<file path="src/rtl/muldiv_unit_if.sv">
// Handshake bundle for the iterative multiply/divide unit.
// master: start/op/A/B/flush out; slave: busy/done/Result/Z/N out.
interface muldiv_unit_if #(
    parameter int XLEN = 32
);
    logic            start;
    logic [2:0]      op;
    logic [XLEN-1:0] A;
    logic [XLEN-1:0] B;
    logic            flush;
    logic            busy;
    logic            done;
    logic [XLEN-1:0] Result;
    logic            Z;
    logic            N;

    modport master (
        output start, op, A, B, flush,
        input  busy, done, Result, Z, N
    );

    modport slave (
        input  start, op, A, B, flush,
        output busy, done, Result, Z, N
    );
endinterface

</file>
<file path="src/rtl/muldiv_unit.sv">
// RV32M multiply/divide unit: radix-2 shift-add multiply, restoring divide.
// Ports: clk, reset (sync, active-high), bus (muldiv_unit_if.slave).
module muldiv_unit #(
    parameter int XLEN = 32
) (
    input  logic          clk,
    input  logic          reset,
    muldiv_unit_if.slave  bus
);
    localparam int CW = $clog2(XLEN) + 1;

    localparam logic [2:0] OP_MUL    = 3'b000;
    localparam logic [2:0] OP_MULH   = 3'b001;
    localparam logic [2:0] OP_MULHSU = 3'b010;
    localparam logic [2:0] OP_DIV    = 3'b100;
    localparam logic [2:0] OP_REM    = 3'b110;

    typedef enum logic [1:0] {
        S_IDLE,
        S_RUN,
        S_FIX,
        S_DONE
    } state_t;

    state_t            r_state;
    state_t            w_next;
    logic [2:0]        r_op;
    logic              r_sa;
    logic              r_sb;
    logic              r_spec;
    logic [XLEN-1:0]   r_b;
    logic [XLEN-1:0]   r_spec_res;
    logic [XLEN-1:0]   r_result;
    logic [2*XLEN-1:0] r_acc;
    logic [CW-1:0]     r_cnt;

    logic              w_accept;
    logic              w_a_sgn;
    logic              w_b_sgn;
    logic [XLEN-1:0]   w_a_abs;
    logic [XLEN-1:0]   w_b_abs;
    logic              w_bzero;
    logic              w_ovf;
    logic              w_special;
    logic [XLEN-1:0]   w_spec_res;
    logic [XLEN:0]     w_msum;
    logic [2*XLEN-1:0] w_mul_step;
    logic [XLEN:0]     w_rem_s;
    logic [XLEN:0]     w_dtrial;
    logic [2*XLEN-1:0] w_div_step;
    logic [2*XLEN-1:0] w_prod;
    logic [XLEN-1:0]   w_quot;
    logic [XLEN-1:0]   w_rem;
    logic [XLEN-1:0]   w_fix_res;

    assign w_accept = bus.start & ~bus.flush &
                      ((r_state == S_IDLE) | (r_state == S_DONE));

    // Operand signedness by funct3
    assign w_a_sgn = bus.A[XLEN-1] &
                     ((bus.op == OP_MULH) | (bus.op == OP_MULHSU) |
                      (bus.op == OP_DIV)  | (bus.op == OP_REM));
    assign w_b_sgn = bus.B[XLEN-1] &
                     ((bus.op == OP_MULH) | (bus.op == OP_DIV) |
                      (bus.op == OP_REM));
    assign w_a_abs = w_a_sgn ? -bus.A : bus.A;
    assign w_b_abs = w_b_sgn ? -bus.B : bus.B;

    // Divide-by-zero and MIN/-1 skip the iteration entirely
    assign w_bzero   = (bus.B == '0);
    assign w_ovf     = ((bus.op == OP_DIV) | (bus.op == OP_REM)) &
                       (bus.A == {1'b1, {(XLEN-1){1'b0}}}) &
                       (&bus.B);
    assign w_special = bus.op[2] & (w_bzero | w_ovf);

    always_comb begin
        w_spec_res = '0;
        if (w_bzero) begin
            w_spec_res = bus.op[1] ? bus.A : '1;
        end else if (w_ovf) begin
            w_spec_res = bus.op[1] ? '0 : bus.A;
        end
    end

    // Multiply: add multiplicand into upper half, shift right with carry
    assign w_msum     = {1'b0, r_acc[2*XLEN-1:XLEN]} +
                        (r_acc[0] ? {1'b0, r_b} : '0);
    assign w_mul_step = {w_msum, r_acc[XLEN-1:1]};

    // Divide: shift {rem,quot}, keep the trial subtraction if no borrow
    assign w_rem_s    = r_acc[2*XLEN-1:XLEN-1];
    assign w_dtrial   = w_rem_s - {1'b0, r_b};
    assign w_div_step = w_dtrial[XLEN] ?
        {w_rem_s[XLEN-1:0], r_acc[XLEN-2:0], 1'b0} :
        {w_dtrial[XLEN-1:0], r_acc[XLEN-2:0], 1'b1};

    assign w_prod = (r_sa ^ r_sb) ? -r_acc : r_acc;
    assign w_quot = (r_sa ^ r_sb) ? -r_acc[XLEN-1:0] : r_acc[XLEN-1:0];
    assign w_rem  = r_sa ? -r_acc[2*XLEN-1:XLEN] : r_acc[2*XLEN-1:XLEN];

    always_comb begin
        w_fix_res = '0;
        if (r_spec) begin
            w_fix_res = r_spec_res;
        end else if (r_op == OP_MUL) begin
            w_fix_res = w_prod[XLEN-1:0];
        end else if (!r_op[2]) begin
            w_fix_res = w_prod[2*XLEN-1:XLEN];
        end else if (!r_op[1]) begin
            w_fix_res = w_quot;
        end else begin
            w_fix_res = w_rem;
        end
    end

    always_ff @(posedge clk) begin
        if (reset) begin
            r_state <= S_IDLE;
        end else begin
            r_state <= w_next;
        end
    end

    always_comb begin
        w_next = r_state;
        if (bus.flush) begin
            w_next = S_IDLE;
        end else begin
            unique case (r_state)
                S_IDLE, S_DONE: begin
                    w_next = S_IDLE;
                    if (w_accept) begin
                        w_next = w_special ? S_FIX : S_RUN;
                    end
                end
                S_RUN: begin
                    if (r_cnt == CW'(1)) begin
                        w_next = S_FIX;
                    end
                end
                S_FIX: w_next = S_DONE;
                default: w_next = S_IDLE;
            endcase
        end
    end

    always_ff @(posedge clk) begin
        if (reset) begin
            r_op       <= '0;
            r_sa       <= 1'b0;
            r_sb       <= 1'b0;
            r_spec     <= 1'b0;
            r_b        <= '0;
            r_spec_res <= '0;
            r_result   <= '0;
            r_acc      <= '0;
            r_cnt      <= '0;
        end else if (w_accept) begin
            r_op       <= bus.op;
            r_sa       <= w_a_sgn;
            r_sb       <= w_b_sgn;
            r_spec     <= w_special;
            r_b        <= w_b_abs;
            r_spec_res <= w_spec_res;
            r_acc      <= {{XLEN{1'b0}}, w_a_abs};
            r_cnt      <= CW'(XLEN);
        end else if (!bus.flush) begin
            if (r_state == S_RUN) begin
                r_cnt <= r_cnt - CW'(1);
                r_acc <= r_op[2] ? w_div_step : w_mul_step;
            end else if (r_state == S_FIX) begin
                r_result <= w_fix_res;
            end
        end
    end

    assign bus.busy   = (r_state == S_RUN) | (r_state == S_FIX);
    assign bus.done   = (r_state == S_DONE);
    assign bus.Result = r_result;
    assign bus.Z      = ~|r_result;
    assign bus.N      = r_result[XLEN-1];
endmodule

</file>
<file path="src/flat_wrapper.sv">
// flat-port wrapper written by rule: the top's interface ports become plain ports
module muldiv_unit_flat 
#(
    parameter int XLEN = 32
)
  (clk, reset, bus_start, bus_op, bus_A, bus_B, bus_flush, bus_busy, bus_done, bus_Result, bus_Z, bus_N);
  muldiv_unit_if #(.XLEN(XLEN)) bus_i ();
  input  logic clk;
  input  logic reset;
  input wire logic [$bits(bus_i.start)-1:0] bus_start;
  input wire logic [$bits(bus_i.op)-1:0] bus_op;
  input wire logic [$bits(bus_i.A)-1:0] bus_A;
  input wire logic [$bits(bus_i.B)-1:0] bus_B;
  input wire logic [$bits(bus_i.flush)-1:0] bus_flush;
  output wire logic [$bits(bus_i.busy)-1:0] bus_busy;
  output wire logic [$bits(bus_i.done)-1:0] bus_done;
  output wire logic [$bits(bus_i.Result)-1:0] bus_Result;
  output wire logic [$bits(bus_i.Z)-1:0] bus_Z;
  output wire logic [$bits(bus_i.N)-1:0] bus_N;
  assign bus_i.start = bus_start;
  assign bus_i.op = bus_op;
  assign bus_i.A = bus_A;
  assign bus_i.B = bus_B;
  assign bus_i.flush = bus_flush;
  assign bus_busy = bus_i.busy;
  assign bus_done = bus_i.done;
  assign bus_Result = bus_i.Result;
  assign bus_Z = bus_i.Z;
  assign bus_N = bus_i.N;
  muldiv_unit #(.XLEN(XLEN)) u_core (.clk(clk), .reset(reset), .bus(bus_i));
endmodule
</file>
<file path="config.mk">
export PLATFORM = sky130hd
export DESIGN_NAME = muldiv_unit_flat
export DESIGN_NICKNAME = d
export VERILOG_FILES = /design/src/rtl/muldiv_unit_if.sv /design/src/rtl/muldiv_unit.sv /design/src/flat_wrapper.sv
export SDC_FILE = /design/constraint.sdc
export NUM_CORES = 1
export LEC_CHECK = 0
export ABC_CLOCK_PERIOD_IN_PS = 4720
export CAP_MARGIN = 20
export CORE_MARGIN = 2
export CORE_UTILIZATION = 50
export CTS_BUF_LIST = sky130_fd_sc_hd__clkbuf_2 sky130_fd_sc_hd__clkbuf_4 sky130_fd_sc_hd__clkbuf_8
export DETAILED_ROUTE_END_ITERATION = 10
export HOLD_SLACK_MARGIN = 0.15
export PLACE_DENSITY = 0.7
export SLEW_MARGIN = 20
export SYNTH_ARGS = -nofsm -noshare
export SYNTH_HDL_FRONTEND = slang
export SYNTH_SLANG_ARGS = --single-unit
</file>
<file path="constraint.sdc">
create_clock -name clk -period 4.72 [get_ports clk]
set_input_delay 0.708 -clock clk [delete_from_list [all_inputs] [get_ports clk]]
set_output_delay 0.708 -clock clk [all_outputs]
set_load 0.01 [all_outputs]
</file>
---- Word-level counts from Yosys, hierarchy flattened ----
Index checks and enable logic that the tools add are counted.
storage, ports and cells
  register bits after elaboration ......... 174
  input bits .............................. 71
  output and inout bits ................... 36
operators by class
  bitwise operators ....................... 20
  equality and inequality tests ........... 11
  add/sub/neg operators ................... 8
  muxes and demuxes ....................... 26
  reductions and logical operators ........ 13
operators with widths
  kind                    count
  $mux W32                16
  $mux W64                3
  $neg A32 Y32            4
  $neg A64 Y64            1
  $add A32 B32 Y33        1
  $sub A33 B32 Y33        1
  $eq A32 B32 Y1 const B  1
  $logic_not A32 Y1       1
  $reduce_and A32 Y1      1
  $reduce_or A32 Y1       1
  $mux W6                 3
  $or A1 B1 Y1            9
  $and A1 B1 Y1           7
  $eq A3 B3 Y1 const B    2
  $eq A6 B1 Y1 const B    1
  $mux W2                 3
  $pmux W2 S3             1
  $reduce_or A2 Y1        3
  $sub A6 B1 Y6 const B   1
  $eq A2 B2 Y1 const B    2
  $ne A2 B1 Y1 const B    2
  $reduce_and A2 Y1       2
  $reduce_and A4 Y1       1
  $eq A3 B1 Y1 const B    1
  8 further kinds         10

---- Logic depth before layout (Yosys ltp) ----
  depth after elaboration ................. 9
  mapped depth ............................ 15
  mapped depth without buffers ............ 13

---- Worst setup path after synthesis ----
OpenSTA, ideal clock, no wires.
  path type ............................... register -> register
  from .................................... register u_core.r_acc[31]
  to ...................................... register u_core.r_acc[47]
  data arrival time ....................... 3.292 ns
  stages on the path, launching flop included .. 16
  path slack .............................. 1.312 ns
  clock period less this slack ............ 3.408 ns
  path buffers ............................ 2
  cell sequence ........................... dfxtp_1 -> clkbuf_1 -> inv_1 -> ha_1 -> fa_1 -> nor2b_1 -> o31ai_1 -> a211oi_1 -> o31ai_1 -> a21oi_1 -> a31oi_1 -> xnor2_2 -> buf_2 -> mux2_2 -> a21oi_1 -> nor2_1
between the ends
  cells in the longest elaborated chain, start to end .. 3
RTL lines
  element                 RTL line            text
  from (decl)             muldiv_unit.sv:34   logic [2*XLEN-1:0] r_acc;
  from (signal assigned)  muldiv_unit.sv:165  r_acc <= {{XLEN{1'b0}}, w_a_abs};
  from (signal assigned)  muldiv_unit.sv:170  r_acc <= r_op[2] ? w_div_step : w_mul_step;
  $sub A33 B32 Y33        muldiv_unit.sv:92   assign w_dtrial = w_rem_s - {1'b0, r_b};
  $mux W64                muldiv_unit.sv:93   assign w_div_step = w_dtrial[XLEN] ?
  $mux W64                muldiv_unit.sv:170
Every way passes these cells.
A chain may end at the register's enable or synchronous reset.

---- Worst setup path in the final report ----
  from .................................... register u_core.r_acc[31]
  to ...................................... register u_core.r_acc[43]
Same word-level chain as after synthesis.

==> out/metrics.json <==
{
  "status": "finished, violations left",
  "failed_checks": "DRC",
  "post_synthesis_mean_instance_area_sq_um": 7.21,
  "finalNonFillerCells": 2524,
  "yosysSeqAreaShare_pct": 22.8,
  "critPathMostFrequentCell": "sky130_fd_sc_hd__a21oi_1",
  "synth.distinct_cells": 79,
  "antenna_violating_nets_post_route": 0,
  "cts_buffers": 17,
  "die_height_um": 179,
  "setup-violations-final": 0,
  "antennaDiodeCount": 0,
  "drt-vias-per-instance": 6.56,
  "clock_sinks": 174,
  "rsz0062_at_grt": "false",
  "cts_htree_levels": 4,
  "path_cells": "inv_1 -> ha_1 -> fa_1 -> nor2b_1 -> o31ai_1 -> a211oi_1 -> o31ai_1 -> a21oi_1 -> a31oi_1 -> xnor2_2 -> buf_4 -> mux2_2 -> a21oi_1 -> a21oi_1",
  "fill_cells": 2825,
  "routed_wl_um": 55000,
  "cts.repair_timing.setup_buffer_count": 0,
  "postLayoutCoreUtil_pct": 56.6,
  "floorplan.io_pins": 107,
  "powerDensity_mw_per_mm2": 230,
  "final.setup.tns_ps": 0,
  "gr-usage-all-layers_pct": 34.1,
  "clock.fmax_ghz": 0.244,
  "dieArea_sq_mm": 0.0319,
  "power.ir.vdd_worst_uv": 341,
  "timing.critical_path.buf_inv": 2,
  "post-synth-top-area-cell": "sky130_fd_sc_hd__dfxtp_1",
  "critical_path.top_delay_family": "compound AO/OA/AOI/OAI gates",
  "timing.critical_path.from_type": "flip-flop",
  "post_cts_hold_buffer_count": 0,
  "detailedPlacementHpwl_um": 41700,
  "rr_startpoint": "u_core.r_acc[31]",
  "synthTopCellsByArea": "sky130_fd_sc_hd__dfxtp_1 (23%), sky130_fd_sc_hd__a21oi_1 (7.4%), sky130_fd_sc_hd__ha_1 (6.1%)",
  "netlist.area_leader.share_pct": 22.8,
  "yosysWarningCount": 0,
  "worst-endpoint-required_ps": 5110,
  "cp_max_fo": 14,
  "first_global_vias": 14743,
  "syn-num-nets": 2263,
  "stdcell_area_sq_mm": 0.0169,
  "post_route_cells_drive_above_1_share_pct": 6.00,
  "core.rowCount": 63,
  "postSynthCellCount": 2116,
  "antenna_found_initial": 2,
  "worst_ep_arrival_time_ps": 4480,
  "max_slew_headroom_at_the_worst_pin_pct": 23.8,
  "drt_iter0_drc": 2116,
  "placed_cells": 2492,
  "synthToLayoutAreaGrowth_pct": 10.8,
  "core_region_area_sq_mm": 0.0299,
  "share_of_the_clock_period_used_by_the_worst_path_pct": 86.7,
  "cts.repair.resized": 0,
  "worst_setup_hold_path_clk_slew_ps": 110,
  "count_of_buffers_from_port_buffering": 106,
  "regArea_sq_mm": 0.00349,
  "drcViolationCount": 1,
  "timing_worst_slew_pin_value_ps": 1140,
  "floorplan.die.width_um": 179,
  "synth_area_sq_mm": 0.0153,
  "critPathSlowestCell": "sky130_fd_sc_hd__dfxtp_1",
  "place.gp.congestion": 1.02,
  "initial_core_util_pct": 51.1,
  "ys_seq_elements": 174,
  "clock_tree_from_tritoncts": "built",
  "synth-edff-count": 0,
  "finalCriticalPeriod_ps": 4090,
  "routed-via-count": 16559,
  "critical_path_class": "reg2reg",
  "crit_path_start": "u_core.r_acc[31]",
  "finish.net_count": 2268,
  "power.static_leakage_nw": 6.33,
  "multiInputGateArea_sq_mm": 0.0110,
  "clk_root_buffer_cell": "sky130_fd_sc_hd__clkbuf_8",
  "final-max-slew-violation-count": 0,
  "route.detailed.wl_per_inst_um": 21.8,
  "grt_max_degree": 65,
  "hold_path.class": "reg2reg",
  "grt_remaining_overflow": 0,
  "timing.critical_path.to_type": "flip-flop",
  "asyncSetResetFlopFracSynth_pct": 0,
  "placed_cell_area_sq_mm": 0.0165,
  "maxCapViolations": 0,
  "ys.flop_type": "sky130_fd_sc_hd__dfxtp_1",
  "drt_first_pass_iters": 9,
  "worst_hold_startpoint": "u_core.r_b[20]",
  "timing.clock.skew_ps": 19.4,
  "clkLatencyLatePin_ps": 510,
  "cts-root-to-sink-buffers": 2,
  "first_pass_grt_wire_length_um": 84600,
  "hold_viol_final": 0,
  "critical_path.max_stage_delay_ps": 540
}
## routing by layer
layer / GRT usage [%] / up-vias / share of wire [%]
met4: 10.8 / 0 / 2.9
li1: - / 7727 / -
met2: 50.6 / 920 / 42
met1: 50.4 / 7806 / 45
met5: 0 / - / 0
met3: 5.24 / 106 / 10
## layout make-up
type / count / area share, %
Multi-Input combinational cell: 1718 / 64.8
Timing Repair Buffer: 144 / 7.95
Inverter: 66 / 1.46
Clock buffer: 18 / 1.43
Tap cell: 390 / 2.89
Clock inverter: 14 / 0.866
Sequential cell: 174 / 20.6
## cells in the final DEF, fill, tap and decap left out, types with 14 or more instances in the layout
master,n
sky130_fd_sc_hd__o41ai_1,17
sky130_fd_sc_hd__clkbuf_8,17
sky130_fd_sc_hd__xnor2_1,104
sky130_fd_sc_hd__nand3b_1,14
sky130_fd_sc_hd__or3_1,29
sky130_fd_sc_hd__o21ai_1,20
sky130_fd_sc_hd__and2_1,15
sky130_fd_sc_hd__inv_1,65
sky130_fd_sc_hd__a21o_1,24
sky130_fd_sc_hd__buf_4,39
sky130_fd_sc_hd__a31oi_1,15
sky130_fd_sc_hd__ha_1,74
sky130_fd_sc_hd__a221oi_1,15
sky130_fd_sc_hd__nand2b_1,16
sky130_fd_sc_hd__nor2_1,236
sky130_fd_sc_hd__a211oi_1,80
sky130_fd_sc_hd__nand2_1,177
sky130_fd_sc_hd__xor2_1,79
sky130_fd_sc_hd__nor3_1,47
sky130_fd_sc_hd__clkdlybuf4s50_1,105
sky130_fd_sc_hd__nor2b_1,19
sky130_fd_sc_hd__mux2i_1,39
sky130_fd_sc_hd__nor4_1,27
sky130_fd_sc_hd__a21oi_1,226
sky130_fd_sc_hd__or4_1,16
sky130_fd_sc_hd__a311oi_1,24
sky130_fd_sc_hd__o31ai_1,30
sky130_fd_sc_hd__dfxtp_1,173
sky130_fd_sc_hd__o21ai_0,155
sky130_fd_sc_hd__nand3_1,28
sky130_fd_sc_hd__nand4_1,25
## through the flow
| step | setup slack [ps] | power [mW] | hold WS, ps |
|---|---|---|---|
| 3_3_place_gp | 690 | 2.78 | 443 |
| 6_report | 629 | 3.89 | 463 |
| 4_1_cts | 692 | 3.87 | 464 |
| 2_1_floorplan | 1310 | 2.41 | 427 |
| 3_5_place_dp | 626 | 2.79 | 451 |
| 5_1_grt | 401 | 4.05 | 493 |
## worst reg2reg max path, cell delays in order (launching register included)
cell	delay, ps
sky130_fd_sc_hd__dfxtp_1	540
sky130_fd_sc_hd__inv_1	80
sky130_fd_sc_hd__ha_1	230
sky130_fd_sc_hd__fa_1	420
sky130_fd_sc_hd__nor2b_1	170
sky130_fd_sc_hd__o31ai_1	120
sky130_fd_sc_hd__a211oi_1	420
sky130_fd_sc_hd__o31ai_1	160
sky130_fd_sc_hd__a21oi_1	340
sky130_fd_sc_hd__a31oi_1	260
sky130_fd_sc_hd__xnor2_2	320
sky130_fd_sc_hd__buf_4	300
sky130_fd_sc_hd__mux2_2	370
sky130_fd_sc_hd__a21oi_1	150
sky130_fd_sc_hd__a21oi_1	80
## sequential cells by signal, indices dropped and copies added (netlist names)
register           cells
u_core.bus.Result     32
u_core.r_acc          64
u_core.r_b            32
u_core.r_cnt           6
u_core.r_op            3
u_core.r_sa            1
u_core.r_sb            1
u_core.r_spec          1
u_core.r_spec_res     32
u_core.r_state         2
## Yosys cell counts, types with 29 or more instances
| library cell | instances |
|---|---|
| sky130_fd_sc_hd__dfxtp_1 | 174 |
| sky130_fd_sc_hd__xnor2_1 | 104 |
| sky130_fd_sc_hd__a211oi_1 | 80 |
| sky130_fd_sc_hd__or3_1 | 29 |
| sky130_fd_sc_hd__nand2_1 | 177 |
| sky130_fd_sc_hd__o31ai_1 | 30 |
| sky130_fd_sc_hd__xor2_1 | 80 |
| sky130_fd_sc_hd__a21oi_1 | 226 |
| sky130_fd_sc_hd__nor2_1 | 238 |
| sky130_fd_sc_hd__nor3_1 | 47 |
| sky130_fd_sc_hd__inv_1 | 66 |
| sky130_fd_sc_hd__clkbuf_1 | 133 |
| sky130_fd_sc_hd__mux2i_1 | 39 |
| sky130_fd_sc_hd__ha_1 | 74 |
| sky130_fd_sc_hd__o21ai_0 | 155 |
## where the power goes
part / switching, mW / leakage [nW] / internal, mW
Combinational: 0.711 / 4.71 / 0.450
Clock: 0.650 / 0.197 / 0.444
Sequential: 0.104 / 1.42 / 1.53
## kinds of logic after synthesis
group,count (synthesis),synth area share [%]
adders and majority gates,76,6.33
and+or+nand+nor,694,21.7
DFF,174,22.8
buffers and inverters,224,5.69
xor gates and xnor gates,185,10.7
muxes,50,3.37
AOI/OAI and AO/OA,713,29.4
## path summary, 6_finish.rpt
kind	to	slack, ps	depth (start not counted)
setup / recovery	u_core.r_acc[43]	630	14
hold / removal	u_core.r_b[20]	460	2
setup reg to reg	u_core.r_acc[43]	630	14
hold reg to reg	u_core.r_b[20]	460	2
(Power assumes the default switching activity.)
